===== src/rtl/dmem_arbiter_pkg.sv =====
// Shared types and constants for the data-memory arbiter.
package dmem_arb_pkg;

   localparam int AW_DEF = 8;
   localparam int DW_DEF = 8;
   localparam int LEN_W  = 8;

   typedef enum logic {
      IDLE = 1'b0,
      RUN  = 1'b1
   } state_t;

   // Grant select for the memory port mux
   localparam logic GNT_CPU = 1'b0;
   localparam logic GNT_DBG = 1'b1;

endpackage


===== src/rtl/dmem_arbiter_if.sv =====
// Bundle of the CPU MEM-stage, debug-engine and dataMem signals around the arbiter.
interface dmem_arbiter_if
   import dmem_arb_pkg::*;
#(
   parameter int AW = AW_DEF,
   parameter int DW = DW_DEF
);
   // CPU MEM stage
   logic             cpu_req;
   logic             cpu_we;
   logic [AW-1:0]    cpu_addr;
   logic [DW-1:0]    cpu_wdata;
   logic [DW-1:0]    cpu_rdata;
   logic             cpu_stall;
   // debug block-transfer engine
   logic             dbg_start;
   logic             dbg_we;
   logic [AW-1:0]    dbg_base;
   logic [LEN_W-1:0] dbg_len;
   logic [DW-1:0]    dbg_wdata;
   logic             dbg_wready;
   logic [DW-1:0]    dbg_rdata;
   logic             dbg_rvalid;
   logic             dbg_busy;
   logic             dbg_done;
   // dataMem port
   logic [AW-1:0]    mem_addr;
   logic [DW-1:0]    mem_wdata;
   logic             mem_we;
   logic [DW-1:0]    mem_rdata;

   // Arbiter side
   modport slave (
      input  cpu_req, cpu_we, cpu_addr, cpu_wdata,
      output cpu_rdata, cpu_stall,
      input  dbg_start, dbg_we, dbg_base, dbg_len, dbg_wdata,
      output dbg_wready, dbg_rdata, dbg_rvalid, dbg_busy, dbg_done,
      output mem_addr, mem_wdata, mem_we,
      input  mem_rdata
   );

   // Pipeline / debug engine / memory side
   modport master (
      output cpu_req, cpu_we, cpu_addr, cpu_wdata,
      input  cpu_rdata, cpu_stall,
      output dbg_start, dbg_we, dbg_base, dbg_len, dbg_wdata,
      input  dbg_wready, dbg_rdata, dbg_rvalid, dbg_busy, dbg_done,
      input  mem_addr, mem_wdata, mem_we,
      output mem_rdata
   );

endinterface


===== src/rtl/dmem_arbiter_dbg_burst_ctr.sv =====
// Debug burst bookkeeping: latches base/len/direction at start, walks the beat
// index and produces the wrapped beat address and the last-beat flag.
module dbg_burst_ctr
   import dmem_arb_pkg::*;
#(
   parameter int AW = AW_DEF
) (
   input  logic             clk,
   input  logic             rst_n,
   input  logic             load,
   input  logic             step,
   input  logic [AW-1:0]    base_in,
   input  logic [LEN_W-1:0] len_in,
   input  logic             we_in,
   output logic [AW-1:0]    beat_addr,
   output logic             beat_we,
   output logic             beat_last
);

   logic [AW-1:0]    base_q;
   logic [LEN_W-1:0] len_q;
   logic [LEN_W-1:0] idx;
   logic             we_q;

   // Latch burst parameters on start; advance idx per granted beat, rewind after the last
   always_ff @(posedge clk or negedge rst_n) begin
      if (!rst_n) begin
         base_q <= '0;
         len_q  <= '0;
         we_q   <= 1'b0;
         idx    <= '0;
      end else if (load) begin
         base_q <= base_in;
         len_q  <= len_in;
         we_q   <= we_in;
         idx    <= '0;
      end else if (step) begin
         idx <= beat_last ? '0 : idx + LEN_W'(1);
      end
   end

   // Address wraps naturally at AW bits
   assign beat_addr = base_q + AW'(idx);
   assign beat_we   = we_q;
   assign beat_last = (idx == len_q - LEN_W'(1));

endmodule


===== src/rtl/dmem_arbiter.sv =====
// Single-port data memory arbiter: CPU MEM stage has priority, the debug
// burst engine gets a forced beat after MAX_WAIT consecutive lost cycles.
//
// state | meaning
// IDLE  | no burst; memory port follows the CPU
// RUN   | burst active; each cycle grants either the CPU or one debug beat
module dmem_arbiter
   import dmem_arb_pkg::*;
#(
   parameter int AW       = AW_DEF,
   parameter int DW       = DW_DEF,
   parameter int MAX_WAIT = 4
) (
   input  logic          clk,
   input  logic          rst_n,
   dmem_arbiter_if.slave bus
);

   localparam int WCW = $clog2(MAX_WAIT + 1);

   state_t        state;
   logic [WCW-1:0] wait_cnt;
   logic          busy_q;
   logic          rvalid_q;
   logic          done_q;
   logic [DW-1:0] rdata_q;

   logic          gnt;
   logic          force_dbg;
   logic          burst_load;
   logic          dbg_beat;
   logic [AW-1:0] beat_addr;
   logic          beat_we;
   logic          beat_last;

   logic [AW-1:0] mux_addr;
   logic [DW-1:0] mux_wdata;
   logic          mux_we;
   logic          mux_stall;
   logic          mux_wready;

   // Starts are only honoured from IDLE, which is where a busy burst cannot be
   assign burst_load = (state == IDLE) && bus.dbg_start && (bus.dbg_len != '0);
   assign dbg_beat   = (gnt == GNT_DBG);

   dbg_burst_ctr #(.AW(AW)) u_burst (
      .clk       (clk),
      .rst_n     (rst_n),
      .load      (burst_load),
      .step      (dbg_beat),
      .base_in   (bus.dbg_base),
      .len_in    (bus.dbg_len),
      .we_in     (bus.dbg_we),
      .beat_addr (beat_addr),
      .beat_we   (beat_we),
      .beat_last (beat_last)
   );

   // Grant decision: debug wins when the CPU is quiet or the starvation limit is hit
   always_comb begin
      force_dbg = (wait_cnt == WCW'(MAX_WAIT));
      gnt       = GNT_CPU;
      if (state == RUN && (force_dbg || !bus.cpu_req))
         gnt = GNT_DBG;
   end

   // Memory port mux and CPU stall
   always_comb begin
      mux_addr   = bus.cpu_addr;
      mux_wdata  = bus.cpu_wdata;
      mux_we     = bus.cpu_req & bus.cpu_we;
      mux_stall  = 1'b0;
      mux_wready = 1'b0;
      if (gnt == GNT_DBG) begin
         mux_addr   = beat_addr;
         mux_wdata  = bus.dbg_wdata;
         mux_we     = beat_we;
         mux_stall  = bus.cpu_req;
         mux_wready = beat_we;
      end
   end

   // Burst FSM with wait counter and registered debug outputs
   always_ff @(posedge clk or negedge rst_n) begin
      if (!rst_n) begin
         state    <= IDLE;
         wait_cnt <= '0;
         busy_q   <= 1'b0;
         rvalid_q <= 1'b0;
         done_q   <= 1'b0;
         rdata_q  <= '0;
      end else begin
         rvalid_q <= 1'b0;
         done_q   <= 1'b0;
         case (state)
            IDLE: begin
               wait_cnt <= '0;
               if (burst_load) begin
                  state  <= RUN;
                  busy_q <= 1'b1;
               end else if (bus.dbg_start) begin
                  // zero-length burst: acknowledge without touching memory
                  done_q <= 1'b1;
               end
            end
            RUN: begin
               if (dbg_beat) begin
                  wait_cnt <= '0;
                  if (!beat_we) begin
                     rdata_q  <= bus.mem_rdata;
                     rvalid_q <= 1'b1;
                  end
                  if (beat_last) begin
                     state  <= IDLE;
                     busy_q <= 1'b0;
                     done_q <= 1'b1;
                  end
               end else if (!force_dbg) begin
                  wait_cnt <= wait_cnt + WCW'(1);
               end
            end
            default: state <= IDLE;
         endcase
      end
   end

   assign bus.mem_addr   = mux_addr;
   assign bus.mem_wdata  = mux_wdata;
   assign bus.mem_we     = mux_we;
   assign bus.cpu_stall  = mux_stall;
   assign bus.dbg_wready = mux_wready;
   assign bus.cpu_rdata  = bus.mem_rdata;
   assign bus.dbg_rdata  = rdata_q;
   assign bus.dbg_rvalid = rvalid_q;
   assign bus.dbg_busy   = busy_q;
   assign bus.dbg_done   = done_q;

endmodule


===== src/flat_wrapper.sv =====
// flat-port wrapper written by rule: the top's interface ports become plain ports
module dmem_arbiter_flat import dmem_arb_pkg::*;
#(
   parameter int AW       = AW_DEF,
   parameter int DW       = DW_DEF,
   parameter int MAX_WAIT = 4
)
  (clk, rst_n, bus_cpu_req, bus_cpu_we, bus_cpu_addr, bus_cpu_wdata, bus_cpu_rdata, bus_cpu_stall, bus_dbg_start, bus_dbg_we, bus_dbg_base, bus_dbg_len, bus_dbg_wdata, bus_dbg_wready, bus_dbg_rdata, bus_dbg_rvalid, bus_dbg_busy, bus_dbg_done, bus_mem_addr, bus_mem_wdata, bus_mem_we, bus_mem_rdata);
  dmem_arbiter_if #(.AW(AW), .DW(DW)) bus_i ();
  input  logic clk;
  input  logic rst_n;
  input wire logic [$bits(bus_i.cpu_req)-1:0] bus_cpu_req;
  input wire logic [$bits(bus_i.cpu_we)-1:0] bus_cpu_we;
  input wire logic [$bits(bus_i.cpu_addr)-1:0] bus_cpu_addr;
  input wire logic [$bits(bus_i.cpu_wdata)-1:0] bus_cpu_wdata;
  output wire logic [$bits(bus_i.cpu_rdata)-1:0] bus_cpu_rdata;
  output wire logic [$bits(bus_i.cpu_stall)-1:0] bus_cpu_stall;
  input wire logic [$bits(bus_i.dbg_start)-1:0] bus_dbg_start;
  input wire logic [$bits(bus_i.dbg_we)-1:0] bus_dbg_we;
  input wire logic [$bits(bus_i.dbg_base)-1:0] bus_dbg_base;
  input wire logic [$bits(bus_i.dbg_len)-1:0] bus_dbg_len;
  input wire logic [$bits(bus_i.dbg_wdata)-1:0] bus_dbg_wdata;
  output wire logic [$bits(bus_i.dbg_wready)-1:0] bus_dbg_wready;
  output wire logic [$bits(bus_i.dbg_rdata)-1:0] bus_dbg_rdata;
  output wire logic [$bits(bus_i.dbg_rvalid)-1:0] bus_dbg_rvalid;
  output wire logic [$bits(bus_i.dbg_busy)-1:0] bus_dbg_busy;
  output wire logic [$bits(bus_i.dbg_done)-1:0] bus_dbg_done;
  output wire logic [$bits(bus_i.mem_addr)-1:0] bus_mem_addr;
  output wire logic [$bits(bus_i.mem_wdata)-1:0] bus_mem_wdata;
  output wire logic [$bits(bus_i.mem_we)-1:0] bus_mem_we;
  input wire logic [$bits(bus_i.mem_rdata)-1:0] bus_mem_rdata;
  assign bus_i.cpu_req = bus_cpu_req;
  assign bus_i.cpu_we = bus_cpu_we;
  assign bus_i.cpu_addr = bus_cpu_addr;
  assign bus_i.cpu_wdata = bus_cpu_wdata;
  assign bus_cpu_rdata = bus_i.cpu_rdata;
  assign bus_cpu_stall = bus_i.cpu_stall;
  assign bus_i.dbg_start = bus_dbg_start;
  assign bus_i.dbg_we = bus_dbg_we;
  assign bus_i.dbg_base = bus_dbg_base;
  assign bus_i.dbg_len = bus_dbg_len;
  assign bus_i.dbg_wdata = bus_dbg_wdata;
  assign bus_dbg_wready = bus_i.dbg_wready;
  assign bus_dbg_rdata = bus_i.dbg_rdata;
  assign bus_dbg_rvalid = bus_i.dbg_rvalid;
  assign bus_dbg_busy = bus_i.dbg_busy;
  assign bus_dbg_done = bus_i.dbg_done;
  assign bus_mem_addr = bus_i.mem_addr;
  assign bus_mem_wdata = bus_i.mem_wdata;
  assign bus_mem_we = bus_i.mem_we;
  assign bus_i.mem_rdata = bus_mem_rdata;
  dmem_arbiter #(.AW(AW), .DW(DW), .MAX_WAIT(MAX_WAIT)) u_core (.clk(clk), .rst_n(rst_n), .bus(bus_i));
endmodule

===== config.mk =====
export PLATFORM = sky130hd
export DESIGN_NAME = dmem_arbiter_flat
export DESIGN_NICKNAME = d
export VERILOG_FILES = /design/src/rtl/dmem_arbiter_pkg.sv /design/src/rtl/dmem_arbiter_if.sv /design/src/rtl/dmem_arbiter_dbg_burst_ctr.sv /design/src/rtl/dmem_arbiter.sv /design/src/flat_wrapper.sv
export SDC_FILE = /design/constraint.sdc
export NUM_CORES = 1
export LEC_CHECK = 0
export ABC_CLOCK_PERIOD_IN_PS = 5650
export CAP_MARGIN = 20
export CORE_ASPECT_RATIO = 0.8
export CORE_MARGIN = 1.5
export CORE_UTILIZATION = 49
export DETAILED_ROUTE_END_ITERATION = 12
export GPL_ROUTABILITY_DRIVEN = 1
export PLACE_DENSITY = 0.95
export SETUP_SLACK_MARGIN = 0.3
export SYNTH_ARGS = -nofsm -noshare
export SYNTH_HDL_FRONTEND = slang
export SYNTH_HIERARCHICAL = 1
export SYNTH_SLANG_ARGS = --single-unit

===== constraint.sdc =====
create_clock -name clk -period 5.65 [get_ports clk]
set_input_delay 0.565 -clock clk [delete_from_list [all_inputs] [get_ports clk]]
set_output_delay 0.565 -clock clk [all_outputs]
set_load 0.02 [all_outputs]

==> qor_table.md, run 1 <==
| Parameter | This run |
|---|---|
| Worst Path Class, Setup | reg2out |
| Signed area change from the synthesized netlist to the final layout | 38.5% |
| Top library cells by usage in the layout, fill and taps aside | clkdlybuf4s50_1 (90), dfrtp_1 (40), mux2_2 (29) |
| Combinational power share | 55.9% |
| Total die area | 5740 sq um |
| Via density per instance | 5.42 |
| Crit share post-route | 61.5% |
| Detailed-route via count | 2,074 |
| Remaining global-route overflow | 0 |
| Count of routing violations after the opening detailed-route iteration | 74 |
| Hold-fix buffers, CTS | 0 |
| Die extent in x | 84.3 microns |
| Least-Margin Pin Slew | 859 ps |
| Postcts setup bufs | 0 |
| Worst hold slack | 374 ps |
| Shortest period the worst path allows | 3470 ps |
| Chip Height | 68.1 microns |
| Root buf cell | clkbuf_8 |
| Clock latency reported for the late side of the worst-skew pair | 290 ps |
| Predominant post-synthesis flop cell | dfrtp_1 |
| Total number of H-tree levels | 2 |
| Met2 Resource Use GR | 41.9% |
| Global-route usage over all layers | 21.9% |
| Max Slew Vio Count | 0 |
| Clock power share | 14.5% |
| Clock Path Buffers | 2 |
| PortBufs | 91 |
| Initial core utilization | 51.2% |
| #FFs+latches synth | 40 |
| Power density relative to cell area | 477 nW/um^2 |
| Yosys warning count | 6 |
| Worst setup slack after layout | 2180 ps |
| CP Data Required Time | 5090 ps |
| Nature of the critical path endpoint | output pin |
| # nets final | 386 |
| Post-Synthesis Cells | 238 |
| Final sum of negative setup slack | 0 ps |
| Min-Delay Path Class | in2async |
| Critical path arrival | 2910 ps |
| Average instance area after synthesis | 10.9 sq um |
| Internal power consumption | 1.06 mW |
| Async S/R FF share, synth | 100% |
| Vias in the first global route | 2,154 |
| Pin count of the biggest net entering global routing | 41 |
| Share of cells above drive strength 1 | 21.2% |
| Result of the run | completed |
| GRT met1 Usage | 25.8% |
| Clk_skew | 12.7 ps |
| Clock sink total | 40 |
| Post-layout util | 70.9% |
| Leakage dissipation | 1.52 nW |
| TritonCTS clock tree | yes |
| Met3 global-route usage | 5.43% |
| Final hold viol count | 0 |
| Number of cells after detailed placement | 375 |
| Initial antenna violation count | 0 |
| Mapped Nets | 304 |
| Antenna diode count | 0 |
| Peak fanout along the critical path | 5 |
| Clock input transition at the sequential cells of the worst setup and hold paths | 90 ps |
| Most common cell after layout, fill and taps aside | clkdlybuf4s50_1 |
| Pre-CTS worst setup slack | 2440 ps |
| Average routed wire per standard cell | 15.6 microns |
| Post-cts resize count | 0 |
| Post-Route WL | 5.98 mm |
| Post-Synthesis Cell Area | 2590 sq um |
| Final antenna-violating net count | 0 |
| Switch Pwr | 0.656 mW |
| Standard cell core area | 5060 sq um |
| Netlist cell types | 50 |
| Number of detailed-route iterations in the first pass | 4 |
| Detail Placement HPWL | 4.58 mm |
| Fillers | 367 |
| Max_cap viols | 0 |
| Setup violators final | 0 |
| # IOs | 92 |
| Post-synthesis sequential area ratio | 38.6% |
| Last weighted congestion value of the routability-driven placer | 0.828 |
| Unrepaired setup endpoints after global routing | false |
| Post-detailed-route DRC marker count | 0 |
| Critical path startpoint category | register |
| Net Sw Frac | 38.3% |
| Worst slew margin relative to its limit | 42.7% |
| Fraction of power consumed by sequential logic | 29.7% |
| Num CTS Buffers | 5 |
| Busiest metal layer after global routing | met2 |
| Worst voltage drop across the vdd grid | 0.000304 V |
| Highest clock frequency the design can meet | 0.288 GHz |
| Count of flip-flops with a built-in enable after synthesis | 0 |
| Filler-free cell count of the finished design | 383 |
| Global-route wire length before repair | 9.93 mm |
| Rows | 23 |
## sequential cells by signal, summed over array words and instances, names as in the netlist
name and count:
u_core/bus.dbg_rvalid 1, u_core/state 1, u_core/u_burst/beat_we 1, u_core/wait_cnt 3, u_core/bus.dbg_busy 1, u_core/u_burst/idx 8, u_core/bus.dbg_done 1, u_core/bus.dbg_rdata 8
u_core/u_burst/len_q 8, u_core/u_burst/base_q 8
## worst max-delay path, stage by stage (launching register included)
cell,delay [ps]
dfrtp_1,440
ha_1,290
a21o_1,180
a21oi_1,210
o21ai_0,160
o41ai_1,390
xnor2_1,180
mux2_2,180
clkdlybuf4s50_1,600
## layout make-up
| class | count | area (sq um) | area share [%] |
|---|---|---|---|
| multi-input combinational | 168 | 1430 | 39.8 |
| sequential | 40 | 1000 | 27.9 |
| timing repair buffer | 92 | 913 | 25.4 |
| clock buffer | 6 | 82.6 | 2.30 |
| tap | 62 | 77.6 | 2.16 |
| inverter | 13 | 48.8 | 1.36 |
| clock inverter | 2 | 38.8 | 1.08 |
## layer usage
metal,share of wire [%],up-vias
met3,7.5,4
li1,-,1000
met2,50,77
met1,42,993
met5,0,-
met4,0.43,0
## logic make-up (layout without fill, tap and decap cells)
group           Yosys count  in the layout  synth area share, %
xor+xnor                 14             14                 4.73
flops                    40             40                 38.6
simple gates             70             70                 16.8
compound gates           34             34                 9.75
buf+inv                  30            113                 6.42
fa+ha+maj                12             12                 6.08
mux                      38             38                 17.6
## cells in the mapped netlist (2+ instances only)
cell | instances | area [sq um]
and3b_1 | 2 | 17.5
nand3_1 | 6 | 30.0
a21oi_1 | 3 | 15.0
clkbuf_2 | 2 | 10.0
nand2b_1 | 5 | 31.3
and3_2 | 2 | 15.0
nor4_1 | 3 | 18.8
nor4_2 | 6 | 75.1
buf_6 | 2 | 22.5
a21o_1 | 6 | 45.0
xor2_1 | 5 | 43.8
mux2_4 | 8 | 120
nor2_1 | 15 | 56.3
dfrtp_1 | 40 | 1000
o21ai_0 | 13 | 65.1
nor3_1 | 3 | 15.0
o22ai_1 | 2 | 12.5
buf_2 | 2 | 10.0
and3_1 | 5 | 31.3
inv_1 | 13 | 48.8
ha_1 | 11 | 138
nand2_1 | 11 | 41.3
xnor2_1 | 9 | 78.8
buf_4 | 9 | 67.6
nor2b_1 | 2 | 12.5
mux2_2 | 29 | 327
## per-stage QoR
step                power (mW)  instance area, sq um
floorplan                 1.15                  2590
global placement          1.43                  3470
detailed placement        1.47                  3470
CTS                       1.73                  3590
global route              1.83                  3590
finish                    1.71                  3590
## worst paths after layout
kind / start / end / slack (ps) / cells after the start
setup / recovery: u_core/u_burst/idx[1]$_DFFE_PN0P_ / bus_mem_addr[7] / 2180 / 8
hold / removal: rst_n / u_core/wait_cnt[2]$_DFFE_PN0P_ / 370 / 1
setup reg to reg: u_core/u_burst/len_q[0]$_DFFE_PN0P_ / u_core/state$_DFF_PN0_ / 3190 / 8
hold reg to reg: u_core/wait_cnt[0]$_DFFE_PN0P_ / u_core/wait_cnt[0]$_DFFE_PN0P_ / 480 / 1
max in group asynchronous: rst_n / u_core/u_burst/base_q[3]$_DFFE_PN0P_ / 4720 / 1
min in group clk: u_core/wait_cnt[0]$_DFFE_PN0P_ / u_core/wait_cnt[0]$_DFFE_PN0P_ / 480 / 1
## power by group through the flow
| stage | Sequential [mW] | Clock, mW | Combinational (mW) |
|---|---|---|---|
| 2_1_floorplan | 0.521 | 0 | 0.634 |
| 3_3_place_gp | 0.502 | 0 | 0.930 |
| 3_5_place_dp | 0.512 | 0 | 0.956 |
| 4_1_cts | 0.508 | 0.252 | 0.966 |
| 5_1_grt | 0.524 | 0.263 | 1.04 |
| 6_report | 0.508 | 0.248 | 0.957 |
(Power assumes the default switching activity.)
==> inputs of run 2 (changes only) <==
--- a/config.mk
+++ b/config.mk
@@ -5,14 +5,14 @@
 export SDC_FILE = /design/constraint.sdc
 export NUM_CORES = 1
 export LEC_CHECK = 0
-export ABC_CLOCK_PERIOD_IN_PS = 5650
+export ABC_CLOCK_PERIOD_IN_PS = 3550
 export CAP_MARGIN = 20
 export CORE_ASPECT_RATIO = 0.8
 export CORE_MARGIN = 1.5
-export CORE_UTILIZATION = 49
+export CORE_UTILIZATION = 45
 export DETAILED_ROUTE_END_ITERATION = 12
 export GPL_ROUTABILITY_DRIVEN = 1
-export PLACE_DENSITY = 0.95
+export PLACE_DENSITY = 0.9
 export SETUP_SLACK_MARGIN = 0.3
 export SYNTH_ARGS = -nofsm -noshare
 export SYNTH_HDL_FRONTEND = slang
==> constraint.sdc (replaced) <==
create_clock -name clk -period 3.55 [get_ports clk]
set_input_delay 0.355 -clock clk [delete_from_list [all_inputs] [get_ports clk]]
set_output_delay 0.355 -clock clk [all_outputs]
set_load 0.02 [all_outputs]
==> run 2 against run 1 <==
First-iteration DRC count is 35% higher. Hold slack got worse by 190 ps. Cell count is 4.2% higher. Utilization down 5.2 points. Total power is 59% higher. Critical path depth unchanged. Die area up 8.5%.
==> qor_table.md, run 2 (synthesis gave the netlist of run 1 again) <==
| Parameter | This run |
|---|---|
| Result of the run | completed |
| Min-Delay Path Class | in2async |
| Clock input transition at the sequential cells of the worst setup and hold paths | 80 ps |
| CP Data Required Time | 3190 ps |
| Met2 routed wirelength | 2.93 mm |
| Signed area change from the synthesized netlist to the final layout | 39.3% |
| Clock latency reported for the late side of the worst-skew pair | 290 ps |
| Initial core utilization | 47.2% |
| Most common cell after layout, fill and taps aside | clkdlybuf4s50_1 |
| Wire length the detailed router placed on met1 | 2.69 mm |
| # IOs | 92 |
| Detail Placement HPWL | 4.65 mm |
| Max Slew Vio Count | 0 |
| PortBufs | 91 |
| Capturing element of the worst setup path | bus_mem_addr[5] |
| Global-route usage over all layers | 21.2% |
| Share of cells above drive strength 1 | 21.5% |
| Post-Route WL | 6.06 mm |
| Endpoint of the worst register-to-register path | u_core/bus.dbg_busy$_DFFE_PN0P_ |
| Post-route cell area | 3610 sq um |
| Last weighted congestion value of the routability-driven placer | 0.810 |
| Root buf cell | clkbuf_8 |
| Worst Path Class, Setup | reg2out |
| Count of routing violations after the opening detailed-route iteration | 100 |
| Global-route wire length before repair | 10.3 mm |
| Max_cap viols | 0 |
| Crit share post-route | 83.4% |
| Overall power of the completed layout | 2.72 mW |
| Remaining global-route overflow | 0 |
| Fraction of power consumed by sequential logic | 30.0% |
| # nets final | 386 |
| Chip Height | 70.9 microns |
| Worst setup path startpoint | u_core/u_burst/idx[1]$_DFFE_PN0P_ |
| Vias in the first global route | 2,189 |
| Source of the worst register-to-register timing path | u_core/u_burst/len_q[0]$_DFFE_PN0P_ |
| Total number of H-tree levels | 2 |
| Clock power share | 13.4% |
| Shortest period the worst path allows | 2960 ps |
| Average routed wire per standard cell | 15.2 microns |
| Leakage dissipation | 1.54 nW |
| Highest clock frequency the design can meet | 0.338 GHz |
| Internal power consumption | 1.67 mW |
| Setup violators final | 0 |
| Num CTS Buffers | 5 |
| Least-Margin Pin Slew | 895 ps |
| Post-detailed-route DRC marker count | 0 |
| Critical path startpoint category | register |
| Die extent in x | 87.9 microns |
| Top library cells by usage in the layout, fill and taps aside | clkdlybuf4s50_1 (88), dfrtp_1 (39), mux2_2 (29) |
| Pin count of the biggest net entering global routing | 41 |
| Clock Path Buffers | 2 |
| Rows | 24 |
| Postcts setup bufs | 0 |
| Power density relative to cell area | 754 nW/um^2 |
| Combinational power share | 56.6% |
| Number of detailed-route iterations in the first pass | 4 |
| Switch Pwr | 1.06 mW |
| Peak fanout along the critical path | 5 |
| Clk_skew | 3.68 ps |
| Standard cell core area | 5500 sq um |
| Final hold viol count | 0 |
| Total die area | 6230 sq um |
| Worst reg2reg path depth | 8 |
| Initial antenna violation count | 0 |
| Worst slew margin relative to its limit | 40.3% |
| Total placed instance area | 3490 sq um |
| Critical path arrival | 2610 ps |
| Detailed-route via count | 2,066 |
| Unrepaired setup endpoints after global routing | false |
| Final sum of negative setup slack | 0 ps |
| Worst hold slack | 186 ps |
| Hold-fix buffers, CTS | 0 |
| TritonCTS clock tree | yes |
| Net Sw Frac | 38.8% |
| Antenna diode count | 0 |
| Via density per instance | 5.18 |
| Final antenna-violating net count | 0 |
| Routed wire length on met3 | 353 microns |
| Worst voltage drop across the vdd grid | 0.000537 V |
| Highest metal used | met4 |
| Clock sink total | 40 |
| Nature of the critical path endpoint | output pin |
| Register-to-register path setup slack | 1130 ps |
## run 2: metrics by stage
step                util [%]  setup slack [ps]  std cells
floorplan                  -              1310        238
global placement        63.5               718        391
detailed placement      63.5               675        391
CTS                     65.5               339        399
global route            65.7               435        399
finish                  65.7               588        399
## run 2: critical path: stages (launching register included)
cell             delay (ps)
dfrtp_1                 440
ha_1                    290
a21o_1                  180
a21oi_1                 200
o21ai_0                 170
nor2_1                  150
xnor2_1                 130
mux2_2                  160
clkdlybuf4s50_1         590
## run 2: what timing repair did
item,4_1_cts,5_1_grt
endpoints found under the setup margin,0,2
endpoints found under the hold margin,0,0
resized for setup,0,4
## run 2: layout make-up
class	instances	area [sq um]
Fill cell	441	1880
Multi-Input combinational cell	168	1440
Sequential cell	40	1000
Timing Repair Buffer	92	918
Tap cell	78	97.6
Clock buffer	6	72.6
Inverter	13	48.8
Clock inverter	2	35.0
## run 2: worst min path at each step
stage / start / end / cells after the start
after floorplan: rst_n / u_core/bus.dbg_busy$_DFFE_PN0P_ / 0
final: rst_n / u_core/bus.dbg_rdata[5]$_DFFE_PN0P_ / 1
after detailed placement: u_core/wait_cnt[0]$_DFFE_PN0P_ / u_core/wait_cnt[0]$_DFFE_PN0P_ / 1
after CTS: rst_n / u_core/bus.dbg_rdata[5]$_DFFE_PN0P_ / 1
after global routing: rst_n / u_core/u_burst/len_q[2]$_DFFE_PN0P_ / 1
after global placement: u_core/wait_cnt[0]$_DFFE_PN0P_ / u_core/wait_cnt[0]$_DFFE_PN0P_ / 1
## run 2: metal layers
layer | GRT usage, % | vias up
met4 | 7.05 | 0
met5 | 0 | -
met1 | 27.4 | 981
met3 | 4.43 | 7
met2 | 35.3 | 72
li1 | - | 1006
## run 2: power by group through the flow
stage                     logic (mW)  clock network [mW]  registers, mW
after global routing            1.68               0.399          0.843
final                           1.54               0.366          0.816
after floorplan                 1.01                   0          0.829
after detailed placement        1.54                   0          0.822
after CTS                       1.55               0.375          0.813
after global placement          1.50                   0          0.806
